`src/rtl/multdiv_unit.sv`:
```
// Iterative MIPS mult/div unit with HI/LO registers; WIDTH iterations per operation.
// Optional MULTDIV_SIGNED_EN adds the signed_op port for signed mult/div.
module multdiv_unit #(
  parameter int WIDTH = 32,
  parameter int CNTW  = 5
) (
  input  logic             clk,
  input  logic             reset,
  input  logic             start,
  input  logic             isdiv,
`ifdef MULTDIV_SIGNED_EN
  input  logic             signed_op,
`endif
  input  logic [WIDTH-1:0] srca,
  input  logic [WIDTH-1:0] srcb,
  input  logic [1:0]       hilo,
  output logic [WIDTH-1:0] hilo_rdata,
  output logic             busy,
  output logic             stall,
  output logic             done,
  output logic             dbg_state_o
);

  typedef enum logic {IDLE = 1'b0, BUSY = 1'b1} state_e;

  localparam logic [CNTW-1:0] LAST = CNTW'(WIDTH - 1);

  state_e               state_q;
  logic [CNTW-1:0]      cnt_q;
  logic [2*WIDTH-1:0]   acc_q, acc_d;
  logic [WIDTH-1:0]     opb_q;
  logic [WIDTH-1:0]     hi_q, lo_q, hi_d, lo_d;
  logic                 div_q, neg_res_q, neg_rem_q, divzero_q, done_q;

  logic                 sgn;
  logic [WIDTH-1:0]     a_mag, b_mag;
  logic [WIDTH:0]       mul_sum, div_shift, div_diff;
  logic                 div_ok;
  logic [2*WIDTH-1:0]   prod;
  logic [WIDTH-1:0]     quot, rem;

`ifdef MULTDIV_SIGNED_EN
  assign sgn = signed_op;
`else
  assign sgn = 1'b0;
`endif

  // Operands are reduced to magnitudes at start; signs are restored on the final write.
  assign a_mag = (sgn && srca[WIDTH-1]) ? -srca : srca;
  assign b_mag = (sgn && srcb[WIDTH-1]) ? -srcb : srcb;

  always_comb begin
    mul_sum   = {1'b0, acc_q[2*WIDTH-1:WIDTH]} + {1'b0, (acc_q[0] ? opb_q : {WIDTH{1'b0}})};
    div_shift = {acc_q[2*WIDTH-1:WIDTH], acc_q[WIDTH-1]};
    div_diff  = div_shift - {1'b0, opb_q};
    div_ok    = ~div_diff[WIDTH];
    if (div_q)
      acc_d = {(div_ok ? div_diff[WIDTH-1:0] : div_shift[WIDTH-1:0]), acc_q[WIDTH-2:0], div_ok};
    else
      acc_d = {mul_sum, acc_q[WIDTH-1:1]};

    prod = neg_res_q ? -acc_d : acc_d;
    quot = neg_res_q ? -acc_d[WIDTH-1:0] : acc_d[WIDTH-1:0];
    rem  = neg_rem_q ? -acc_d[2*WIDTH-1:WIDTH] : acc_d[2*WIDTH-1:WIDTH];

    if (div_q) begin
      // Divide by zero: the restoring loop leaves |srca| as remainder, which re-signs to srca.
      hi_d = rem;
      lo_d = divzero_q ? {WIDTH{1'b1}} : quot;
    end else begin
      hi_d = prod[2*WIDTH-1:WIDTH];
      lo_d = prod[WIDTH-1:0];
    end
  end

  always_ff @(posedge clk or negedge reset) begin
    if (!reset) begin
      state_q   <= IDLE;
      cnt_q     <= '0;
      acc_q     <= '0;
      opb_q     <= '0;
      hi_q      <= '0;
      lo_q      <= '0;
      div_q     <= 1'b0;
      neg_res_q <= 1'b0;
      neg_rem_q <= 1'b0;
      divzero_q <= 1'b0;
      done_q    <= 1'b0;
    end else begin
      done_q <= 1'b0;
      case (state_q)
        IDLE: begin
          if (start) begin
            state_q   <= BUSY;
            cnt_q     <= '0;
            div_q     <= isdiv;
            acc_q     <= {{WIDTH{1'b0}}, a_mag};
            opb_q     <= b_mag;
            neg_res_q <= sgn & (srca[WIDTH-1] ^ srcb[WIDTH-1]);
            neg_rem_q <= sgn & srca[WIDTH-1];
            divzero_q <= (srcb == '0);
          end
        end
        BUSY: begin
          acc_q <= acc_d;
          cnt_q <= cnt_q + 1'b1;
          if (cnt_q == LAST) begin
            hi_q    <= hi_d;
            lo_q    <= lo_d;
            done_q  <= 1'b1;
            state_q <= IDLE;
          end
        end
        default: state_q <= IDLE;
      endcase
    end
  end

  assign busy        = (state_q == BUSY);
  assign done        = done_q;
  assign dbg_state_o = state_q;
  assign stall       = busy && (start || hilo == 2'b10 || hilo == 2'b01);
  assign hilo_rdata  = (hilo == 2'b10) ? hi_q :
                       (hilo == 2'b01) ? lo_q : {WIDTH{1'b0}};

endmodule

```
`config.mk`:
```
export PLATFORM = sky130hd
export DESIGN_NAME = multdiv_unit
export DESIGN_NICKNAME = d
export VERILOG_FILES = /design/src/rtl/multdiv_unit.sv
export SDC_FILE = /design/constraint.sdc
export NUM_CORES = 1
export LEC_CHECK = 0
export CORE_MARGIN = 3
export CORE_UTILIZATION = 45
export CTS_CLUSTER_SIZE = 25
export DETAILED_ROUTE_END_ITERATION = 12
export GPL_TIMING_DRIVEN = 0
export PLACE_DENSITY = 0.63
export SLEW_MARGIN = 20
export SYNTH_ARGS = -nofsm -noshare
export SYNTH_HDL_FRONTEND = slang
export SYNTH_SLANG_ARGS = --single-unit
export TNS_END_PERCENT = 20
```
`constraint.sdc`:
```
create_clock -name clk -period 6.7 [get_ports clk]
set_clock_uncertainty 0.1 [all_clocks]
set_input_delay 1.34 -clock clk [delete_from_list [all_inputs] [get_ports clk]]
set_output_delay 1.34 -clock clk [all_outputs]
set_load 0.02 [all_outputs]
```
==> results of run 1 <==
-- tightest hold or removal path: stages, from the launching register on --
cell,delay [ns]
dfrtp_1,0.34
nand2_1,0.05
o21ai_0,0.06
-- kinds of logic after synthesis --
group | Yosys count | synth area share, %
AND/OR/NAND/NOR | 459 | 18.07
flip-flops | 169 | 34.90
XOR/XNOR | 52 | 3.759
multiplexers | 58 | 5.060
adder cells (fa/ha/maj) | 68 | 7.146
AO/OA/AOI/OAI | 486 | 26.11
buffers and inverters | 146 | 4.956
-- through the flow --
step / area, µm² / setup slack [ns] / std cells / hold slack, ns / util (%)
2_1_floorplan: 12120 / 2.706 / 1438 / 0.3429 / -
3_3_place_gp: 13590 / -3.084 / 1878 / 0.3608 / 51.70
3_5_place_dp: 13620 / 1.087 / 1879 / 0.3721 / 51.84
4_1_cts: 14240 / 1.069 / 1911 / 0.3894 / 54.19
5_1_grt: 14240 / 0.9621 / 1911 / 0.4076 / 54.19
6_report: 14240 / 1.068 / 1911 / 0.3842 / 54.19
-- registers in the layout (all words and copies together), names as in the netlist --
signal     count
acc_q         64
hi_q          32
lo_q          32
opb_q         32
cnt_q          5
busy           1
div_q          1
divzero_q      1
done           1
-- area by class of cell --
cell class,count,share of cell area (%)
Clock inverter,15,1.353
Sequential cell,169,29.70
Tap cell,335,2.943
Multi-Input combinational cell,1123,51.19
Timing Repair Buffer,106,7.608
Inverter,51,1.344
Clock buffer,17,2.987
Buffer,95,2.873
-- Yosys cell counts (5+ instances only) --
cell,count
dfrtp_1,169
nand2_1,157
o21ai_0,128
a21oi_1,118
nor2_1,108
clkbuf_1,74
ha_1,66
inv_1,51
mux2i_1,44
a211oi_1,42
a21o_1,37
and2_1,35
nor2b_1,35
a22o_1,34
xnor2_1,32
nand3_1,30
and3_1,24
xor2_1,20
a31oi_1,19
nor3_1,15
nand2b_1,14
o31ai_1,13
nand4_1,12
nor4_1,12
mux2_2,10
o21a_1,9
buf_1,8
o211ai_1,8
o21ai_1,8
a31o_2,6
buf_2,5
o221ai_1,5
o22ai_1,5
-- per-layer routing --
metal / up-vias / track usage, % / wire length, µm / share of wire, %
li1: 5457 / - / - / -
met1: 5526 / 40.25 / 19080 / 46
met2: 416 / 45.40 / 18500 / 45
met3: 53 / 4.483 / 2623 / 6.4
met4: 0 / 7.372 / 907 / 2.2
met5: - / 0 / 0 / 0
-- placed cells by master, fill, tap and decap left out, types with 44 or more instances in the layout --
master,n
ha_1,66
nand2_1,157
dfrtp_1,169
inv_1,51
mux2i_1,44
clkbuf_1,74
clkdlybuf4s50_1,104
nor2_1,107
a21oi_1,118
o21ai_0,128
-- final timing paths --
kind                                    endpoint            startpoint
setup / recovery                           stall                 start
hold / removal               hi_q[2]$_DFFE_PN0P_   hi_q[2]$_DFFE_PN0P_
setup reg to reg            hi_q[31]$_DFFE_PN0P_  acc_q[0]$_DFFE_PN0P_
hold reg to reg              hi_q[2]$_DFFE_PN0P_   hi_q[2]$_DFFE_PN0P_
max in group asynchronous  acc_q[35]$_DFFE_PN0P_                 reset
min in group asynchronous  acc_q[25]$_DFFE_PN0P_                 reset
==> metrics.cfg, run 1 <==
[run_status]
status = finished, final reports clean

[clock_network]
cts.repair.resized = 0
numCtsBuffers = 17
clockRootBuffer = clkbuf_16
cts.sinks = 169
postCtsSetupBuffers = 0
htree_levels = 4
clkTransAtPathRegs_ns = 0.07
cts_tree = done
cts_hold_buf = 0
clk-insertion-delay-late_ns = 0.44
clock_path_buffers = 2

[route]
drt_iter0_drc = 1093
avgViaCountPerCell = 5.993
postRouteWirelength_mm = 41.11
dr.pass1.iters = 8
ant_nets = 0
wire_per_inst_um = 21.51
vias = 11450
drc_errors = 0

[floorplanning]
num_rows = 59
io_pins = 106
die_h_um = 170.1
die_area_um2 = 28930
dieWidth_um = 170.1
initial_core_util_pct = 46.11
core_area_um2 = 26280

[placed_design]
gp_congestion = 0.9784
hpwl_mm = 31.93
port_buffers = 105

[timing]
period_share_pct = 84.05
period_minus_slack_ns = 5.632
relSlewSlack_pct = 30.17
slew_violations = 0
hold_viol = 0
fmax_mhz = 177.6
setup_violations = 0
fin_setup_tns_ns = 0
worst_slew_pin_slew_ns = 1.045
rsz0062_at_grt = false

[worst_setup_path]
worstPathBufferInverterCount = 5
cp.depth = 7
cp.required_ns = 5.26
cp_top_family = buffers and inverters
crit_type = primary input to output pin
setup.worst_path.end_class = output pin
worstPathCellList = clkdlybuf4s50_1 > clkbuf_1 > clkbuf_1 > buf_1 > nor3_1 > nor2_1 > clkdlybuf4s50_1
r2r_cells = 12
worstSetupStartpointType = primary input
cpMaxStageDelayCell = clkdlybuf4s50_1
rrSetupSlack_ns = 2.33
worstPathMaxFanout = 10
worstPathArrival_ns = 4.19
crit_path_max_incr_delay_ns = 0.62

[synthesis]
yosysWarningCount = 0
syn-cell-area_um2 = 12120
syn_nets = 1576
synthDominantCellAreaShare_pct = 34.90
yosysSeqAreaShare_pct = 34.90
ys_seq_elements = 169
synth_ff_type = dfrtp_1
synth_edf_count = 0
syn-instance-count = 1438
async_flop_share_pct = 100.0
avgSynthCellArea_um2 = 8.426
yosysUniqueCellTypes = 80
synth_top_cell_by_area = dfrtp_1
synth.area.top_cells = dfrtp_1 35%, ha_1 6.8%, o21ai_0 5.3%

[grt]
first_global_vias = 11150
grt_usage_pct = 28.36
grt_max_degree = 89
grt_pass1_wl_mm = 64.04
antenna_found_initial = 0
overflow = 0

[hold_path]
hold_depth = 2
min_path_type = flip-flop to flip-flop

[final_layout]
antenna_cells = 0
drive_above_1_share_pct = 6.028
seq_area_um2 = 4229
multiInputGateArea_um2 = 7291
fillers = 2495
area_delta_synth_final_pct = 17.53
finalNetCount = 1701

[job]
max-cap-violations = 0

Power of run 1 is not shown: default switching activity piles up to over one toggle a cycle in this logic, so the estimate is an artifact.
==> run 2, diff against run 1 <==
--- a/config.mk
+++ b/config.mk
@@ -10,7 +10,7 @@
 export CTS_CLUSTER_SIZE = 25
 export DETAILED_ROUTE_END_ITERATION = 12
 export GPL_TIMING_DRIVEN = 0
-export PLACE_DENSITY = 0.63
+export PLACE_DENSITY = 0.65
 export SLEW_MARGIN = 20
 export SYNTH_ARGS = -nofsm -noshare
 export SYNTH_HDL_FRONTEND = slang
==> constraint.sdc (replaced) <==
create_clock -name clk -period 4.75 [get_ports clk]
set_clock_uncertainty 0.1 [all_clocks]
set_input_delay 0.95 -clock clk [delete_from_list [all_inputs] [get_ports clk]]
set_output_delay 0.95 -clock clk [all_outputs]
set_load 0.02 [all_outputs]
==> run 2 against run 1 <==
Net effect:
- cell count barely moved
- register-to-register slack worse by 1.8 ns
- critical path depth is the same
- worst setup slack got worse by 0.96 ns
- global-route usage grew 0.11 points
- worst hold slack lost 0.024 ns
- die area unchanged
- routed wire length rose by 0.24%
- sequential share of layout area about the same
- cell area hardly changed
- critical endpoint unchanged
- highest routed layer unchanged
==> metrics.cfg, run 2 (synthesis results as in run 1) <==
[final_layout]
area_delta_synth_final_pct = 17.43  ; about the same
largest_register = acc_q
fin_area_um2 = 14230  ; about the same
largest_reg_flops = 64  ; unchanged
final_util_pct = 54.14  ; about the same
layout_commonest_cell = dfrtp_1
layout_common_cells = 169 x dfrtp_1, 157 x nand2_1, 128 x o21ai_0, 118 x a21oi_1, 107 x nor2_1
stdcell_count = 1910  ; -0.052%
antenna_cells = 0  ; unchanged
finalNetCount = 1701  ; unchanged
drive_above_1_share_pct = 6.032  ; about the same
fillers = 2484  ; -0.44%

[timing]
period_minus_slack_ns = 4.640
setup_violations = 0  ; unchanged
period_share_pct = 97.69
slew_violations = 0  ; unchanged
worst_slew_pin_slew_ns = 1.002  ; -0.04315 ns
rsz0062_at_grt = false
hold_viol = 0  ; unchanged
fmax_mhz = 215.5
relSlewSlack_pct = 33.06  ; +2.9 points

[route]
ant_nets = 0  ; unchanged
avgViaCountPerCell = 6.048  ; +0.93%
drc_errors = 0  ; unchanged
vias = 11550  ; +0.87%
dr.pass1.iters = 6  ; -2
drt_iter0_drc = 947  ; -13%
wire_per_inst_um = 21.58  ; +0.29%
postRouteWirelength_mm = 41.21  ; +0.24%

[grt]
grt_max_degree = 96  ; +7.9%
first_global_vias = 11500  ; +3.1%
grt.met3_usage_pct = 4.553  ; +0.070 points
grt.busiest_layer = met2
antenna_found_initial = 0  ; unchanged
overflow = 0  ; unchanged
grt_usage_pct = 28.47  ; +0.11 points
grt_pass1_wl_mm = 64.85  ; +1.3%
use_met2_pct = 45.50  ; +0.10 points
met1_usage_pct = 40.25  ; about the same

[clock_network]
postCtsSetupBuffers = 0  ; unchanged
cts_tree = done
clockRootBuffer = clkbuf_16
numCtsBuffers = 17  ; unchanged
cts.sinks = 169  ; unchanged
clkTransAtPathRegs_ns = 0.08  ; about the same
clock_path_buffers = 2  ; unchanged
clk-insertion-delay-late_ns = 0.46  ; +0.02 ns
htree_levels = 4  ; unchanged

[floorplanning]
initial_core_util_pct = 46.11  ; unchanged
core_area_um2 = 26280  ; unchanged
die_h_um = 170.1  ; unchanged
num_rows = 59  ; unchanged
die_area_um2 = 28930  ; unchanged
dieWidth_um = 170.1  ; unchanged
io_pins = 106  ; unchanged

[worst_setup_path]
crit_type = primary input to output pin
worstPathArrival_ns = 3.59  ; -0.60 ns
cpMaxStageDelayCell = clkdlybuf4s50_1
worstPathBufferInverterCount = 5  ; unchanged
setup.worst_path.end_class = output pin
worstPathCellList = clkdlybuf4s50_1 > clkbuf_1 > clkbuf_1 > buf_2 > nor3_1 > nor2_1 > clkdlybuf4s50_1
worstPathMaxFanout = 10  ; unchanged
crit_path_max_incr_delay_ns = 0.63  ; about the same
cp_top_family = buffers and inverters
cp.required_ns = 3.70  ; -1.56 ns
worstSetupStartpointType = primary input

[run_status]
status = finished, final reports clean

[placed_design]
hpwl_mm = 31.71  ; -0.69%
gp_congestion = 0.9746  ; -0.39%
port_buffers = 105  ; unchanged
place_area_um2 = 13620  ; unchanged
dp.cells = 1879  ; unchanged

[hold_path]
min_path_type = primary input to asynchronous set/reset pin

[job]
max-cap-violations = 0  ; unchanged

[run 2: final timing paths]
check                                          start                     to  slack (ns)  depth (start not counted)
min in group clk                hi_q[11]$_DFFE_PN0P_   hi_q[11]$_DFFE_PN0P_        0.39                          2
worst max-delay path                           start                  stall        0.11                          7
max in group asynchronous                      reset  opb_q[12]$_DFFE_PN0P_        3.25                          2
worst min-delay path                           reset  acc_q[24]$_DFFE_PN0P_        0.36                          1
worst max register to register  acc_q[0]$_DFFE_PN0P_  acc_q[63]$_DFFE_PN0P_        0.49                         12
worst min register to register  hi_q[11]$_DFFE_PN0P_   hi_q[11]$_DFFE_PN0P_        0.39                          2
[run 2: routing by layer]
metal  routed length (µm)  vias to the layer above
met2                18560                      434
met3                 2598                       77
met1                18940                     5588
met5                    0                        -
li1                     -                     5453
met4                 1110                        0
[run 2: cell type report]
type	instances	area, µm²	share of cell area (%)
plain buffers	95	410.4	2.884
clock buffers	17	425.4	2.990
clock inverters	14	178.9	1.257
inverters	51	191.4	1.345
multi-input cells	1123	7291	51.24
flip-flops and latches	169	4229	29.72
well taps	335	419.2	2.946
repair buffers	106	1084	7.615
[run 2: repair_timing]
| action | CTS | global route |
|---|---|---|
| endpoints found under the setup margin | 1 | 0 |
| gates resized for setup | 1 | 0 |
| hold buffers | 0 | 0 |
[run 2: through the flow]
step	setup TNS, ns	hold WS [ns]	setup WS [ns]
2_1_floorplan	0	0.3429	1.419
5_1_grt	0	0.4140	0.01210
3_3_place_gp	-772.91	0.3616	-4.601
6_report	0	0.3603	0.1097
4_1_cts	0	0.3906	0.1300
3_5_place_dp	-0.09226	0.3740	-0.09226
Power of run 2 is left out for the same reason.
==> run 3, diff against run 2 <==
--- a/config.mk
+++ b/config.mk
@@ -5,12 +5,13 @@
 export SDC_FILE = /design/constraint.sdc
 export NUM_CORES = 1
 export LEC_CHECK = 0
-export CORE_MARGIN = 3
+export ABC_AREA = 1
 export CORE_UTILIZATION = 45
 export CTS_CLUSTER_SIZE = 25
 export DETAILED_ROUTE_END_ITERATION = 12
 export GPL_TIMING_DRIVEN = 0
 export PLACE_DENSITY = 0.65
+export REMOVE_ABC_BUFFERS = 1
 export SLEW_MARGIN = 20
 export SYNTH_ARGS = -nofsm -noshare
 export SYNTH_HDL_FRONTEND = slang
==> run 3 against run 2 <==
Net effect:
- critical path depth is 1 lower
- count of clock-buffer cells in the layout unchanged
- cell area increased by 5.3%
- sequential share of layout area shrank 1.5 points
- routed wire length down 2.6%
- non-clock buffer count is 91 lower
- synthesized area rose by 7.2%
- core utilization is 0.80 points lower
- critical path type unchanged
- register-to-register slack improved by 0.55 ns
- worst hold slack better by 0.019 ns
- via count rose by 11%
==> metrics.cfg, run 3 <==
[timing]
worst_slew_pin_slew_ns = 0.9982  ; -0.003494 ns
fin_setup_tns_ns = 0  ; unchanged
relSlewSlack_pct = 33.38  ; +0.33 points
setup_violations = 0  ; unchanged
hold_viol = 0  ; unchanged
period_share_pct = 88.51  ; -9.2 points
slew_violations = 0  ; unchanged
fmax_mhz = 237.9  ; +10%
period_minus_slack_ns = 4.204  ; -0.4361 ns
rsz0062_at_grt = false

[worst_setup_path]
cp.depth = 6  ; -1
setup.worst_path.end_class = output pin
r2r-end = acc_q[0]$_DFFE_PN0P_
crit_path_max_incr_delay_ns = 0.71  ; +0.08 ns
reg2reg_from = busy$_DFF_PN0_
rrSetupSlack_ns = 1.04  ; +0.55 ns
cp_top_family = buffers and inverters
crit_type = primary input to output pin
r2r_cells = 5  ; -7
worstPathMaxFanout = 33  ; +23
cpMaxStageDelayCell = inv_1
worstSetupStartpointType = primary input
worstPathCellList = clkdlybuf4s50_1 > nand2_1 > inv_1 > nand2_1 > o21ai_0 > clkdlybuf4s50_1
worstPathBufferInverterCount = 3  ; -2
worstPathArrival_ns = 3.15  ; -0.44 ns
crit_path_start = hilo[1]
crit_end = hilo_rdata[25]
cp.required_ns = 3.70  ; about the same

[final_layout]
largest_reg_flops = 64  ; unchanged
area_delta_synth_final_pct = 15.33
drive_above_1_share_pct = 3.527  ; -2.5 points
antenna_cells = 0  ; unchanged
finalNetCount = 2224  ; +31%
layout_commonest_cell = nand2_1
largest_register = acc_q
layout_common_cells = 726 x nand2_1, 344 x inv_1, 182 x nand3_1, 166 x dfrtp_1, 126 x o21ai_0

[placed_design]
port_buffers = 105  ; unchanged
hpwl_mm = 31.35  ; -1.1%
gp_congestion = 0.9495  ; -2.6%

[grt]
met1_usage_pct = 37.13  ; -3.1 points
grt_max_degree = 91  ; -5.2%
overflow = 0  ; unchanged
first_global_vias = 12110  ; +5.3%
grt_usage_pct = 28.17  ; -0.30 points
grt_pass1_wl_mm = 63.58  ; -2.0%
grt.met3_usage_pct = 5.081  ; +0.53 points
antenna_found_initial = 2  ; +2
use_met2_pct = 46.48  ; +0.97 points
grt.busiest_layer = met2

[run_status]
status = finished, final reports clean

[clock_network]
cts.sinks = 169  ; unchanged
postCtsSetupBuffers = 0  ; unchanged
clockRootBuffer = clkbuf_16
htree_levels = 4  ; unchanged
numCtsBuffers = 17  ; unchanged
cts_hold_buf = 0  ; unchanged
clk-insertion-delay-late_ns = 0.44  ; -0.02 ns
clock_path_buffers = 2  ; unchanged
cts_tree = done
clkTransAtPathRegs_ns = 0.06  ; -0.02 ns
cts.repair.resized = 0  ; -1

[synthesis]
syn-cell-area_um2 = 12990  ; +7.2%
synth.area.top_cells = dfrtp_1 33%, nand2_1 21%, inv_1 9.9%
yosysWarningCount = 0  ; unchanged
ys_top_cells_by_count = 728 x nand2_1, 344 x inv_1, 182 x nand3_1, 169 x dfrtp_1, 126 x o21ai_0
async_flop_share_pct = 100.0  ; unchanged
syn-instance-count = 2027  ; +41%
synth_edf_count = 0  ; unchanged
synth_top_cell_by_area = dfrtp_1
yosysMostFrequentCell = nand2_1
ys_seq_elements = 169  ; unchanged
avgSynthCellArea_um2 = 6.408  ; -24%
yosysSeqAreaShare_pct = 32.56  ; -2.3 points
synthDominantCellAreaShare_pct = 32.56  ; -2.3 points
synth_ff_type = dfrtp_1
yosysUniqueCellTypes = 44  ; -45%

[floorplanning]
die_h_um = 171.9  ; +1.1%
dieWidth_um = 171.9  ; +1.1%
io_pins = 106  ; unchanged
core_area_um2 = 28090  ; +6.9%
num_rows = 61  ; +3.4%
initial_core_util_pct = 46.25  ; +0.14 points
die_area_um2 = 29550  ; +2.1%

[route]
wire_per_inst_um = 16.21  ; -25%
drc_errors = 0  ; unchanged
drt_iter0_drc = 933  ; -1.5%
ant_nets = 0  ; unchanged
postRouteWirelength_mm = 40.13  ; -2.6%
dr.pass1.iters = 5  ; -1
avgViaCountPerCell = 5.201  ; -14%
vias = 12880  ; +11%

[hold_path]
min_path_type = flip-flop to flip-flop

[job]
max-cap-violations = 0  ; unchanged

[run 3: area by class of cell]
| cell class | instances | area, µm² |
|---|---|---|
| flip-flops and latches | 169 | 4235 |
| clock buffers | 17 | 425.4 |
| multi-input cells | 1430 | 7148 |
| well taps | 378 | 473.0 |
| inverters | 358 | 1346 |
| fillers | 2975 | 13110 |
| repair buffers | 110 | 1194 |
| clock inverters | 14 | 160.2 |
[run 3: worst min-delay path by stage]
stage	from	to	slack (ns)	cells after the start
3_5_place_dp	hi_q[27]$_DFFE_PN0P_	hi_q[27]$_DFFE_PN0P_	0.37	2
6_report	hi_q[31]$_DFFE_PN0P_	hi_q[31]$_DFFE_PN0P_	0.38	2
3_3_place_gp	cnt_q[3]$_DFFE_PN0P_	cnt_q[3]$_DFFE_PN0P_	0.36	1
2_1_floorplan	hi_q[25]$_DFFE_PN0P_	hi_q[25]$_DFFE_PN0P_	0.35	2
4_1_cts	hi_q[31]$_DFFE_PN0P_	hi_q[31]$_DFFE_PN0P_	0.38	2
5_1_grt	hi_q[31]$_DFFE_PN0P_	hi_q[31]$_DFFE_PN0P_	0.40	2
[run 3: per-stage QoR]
stage	util [%]	cell area (µm²)	std cells	setup slack (ns)	hold WS (ns)
floorplan	-	12690	1957	0.3963	0.3492
global placement	50.61	14220	2440	-4.711	0.3648
detailed placement	51.25	14390	2445	0.5331	0.3673
CTS	53.33	14980	2476	0.5113	0.3826
global route	53.34	14980	2476	0.3400	0.4029
finish	53.34	14980	2476	0.5458	0.3791
[run 3: worst reg2reg max path: stages (launching register included)]
cell      delay, ns
dfrtp_2        0.71
inv_2          0.44
nand2_2        0.73
clkinv_2       0.96
a22o_1         0.47
o21bai_1       0.16
[run 3: cells by family after synthesis]
logic type	after synthesis	share of synthesized area, %
DFF	169	32.56
AOI/OAI and AO/OA	284	12.93
and+or+nand+nor	1058	33.87
adders and majority gates	68	6.665
xor gates and xnor gates	20	1.349
buffers and inverters	428	12.64
[run 3: per-layer routing]
metal / vias up / part of all wire, %
li1: 6539 / -
met4: 0 / 3.0
met3: 67 / 6.1
met5: - / 0
met2: 366 / 46
met1: 5905 / 45
Power of run 3 is left out for the same reason.
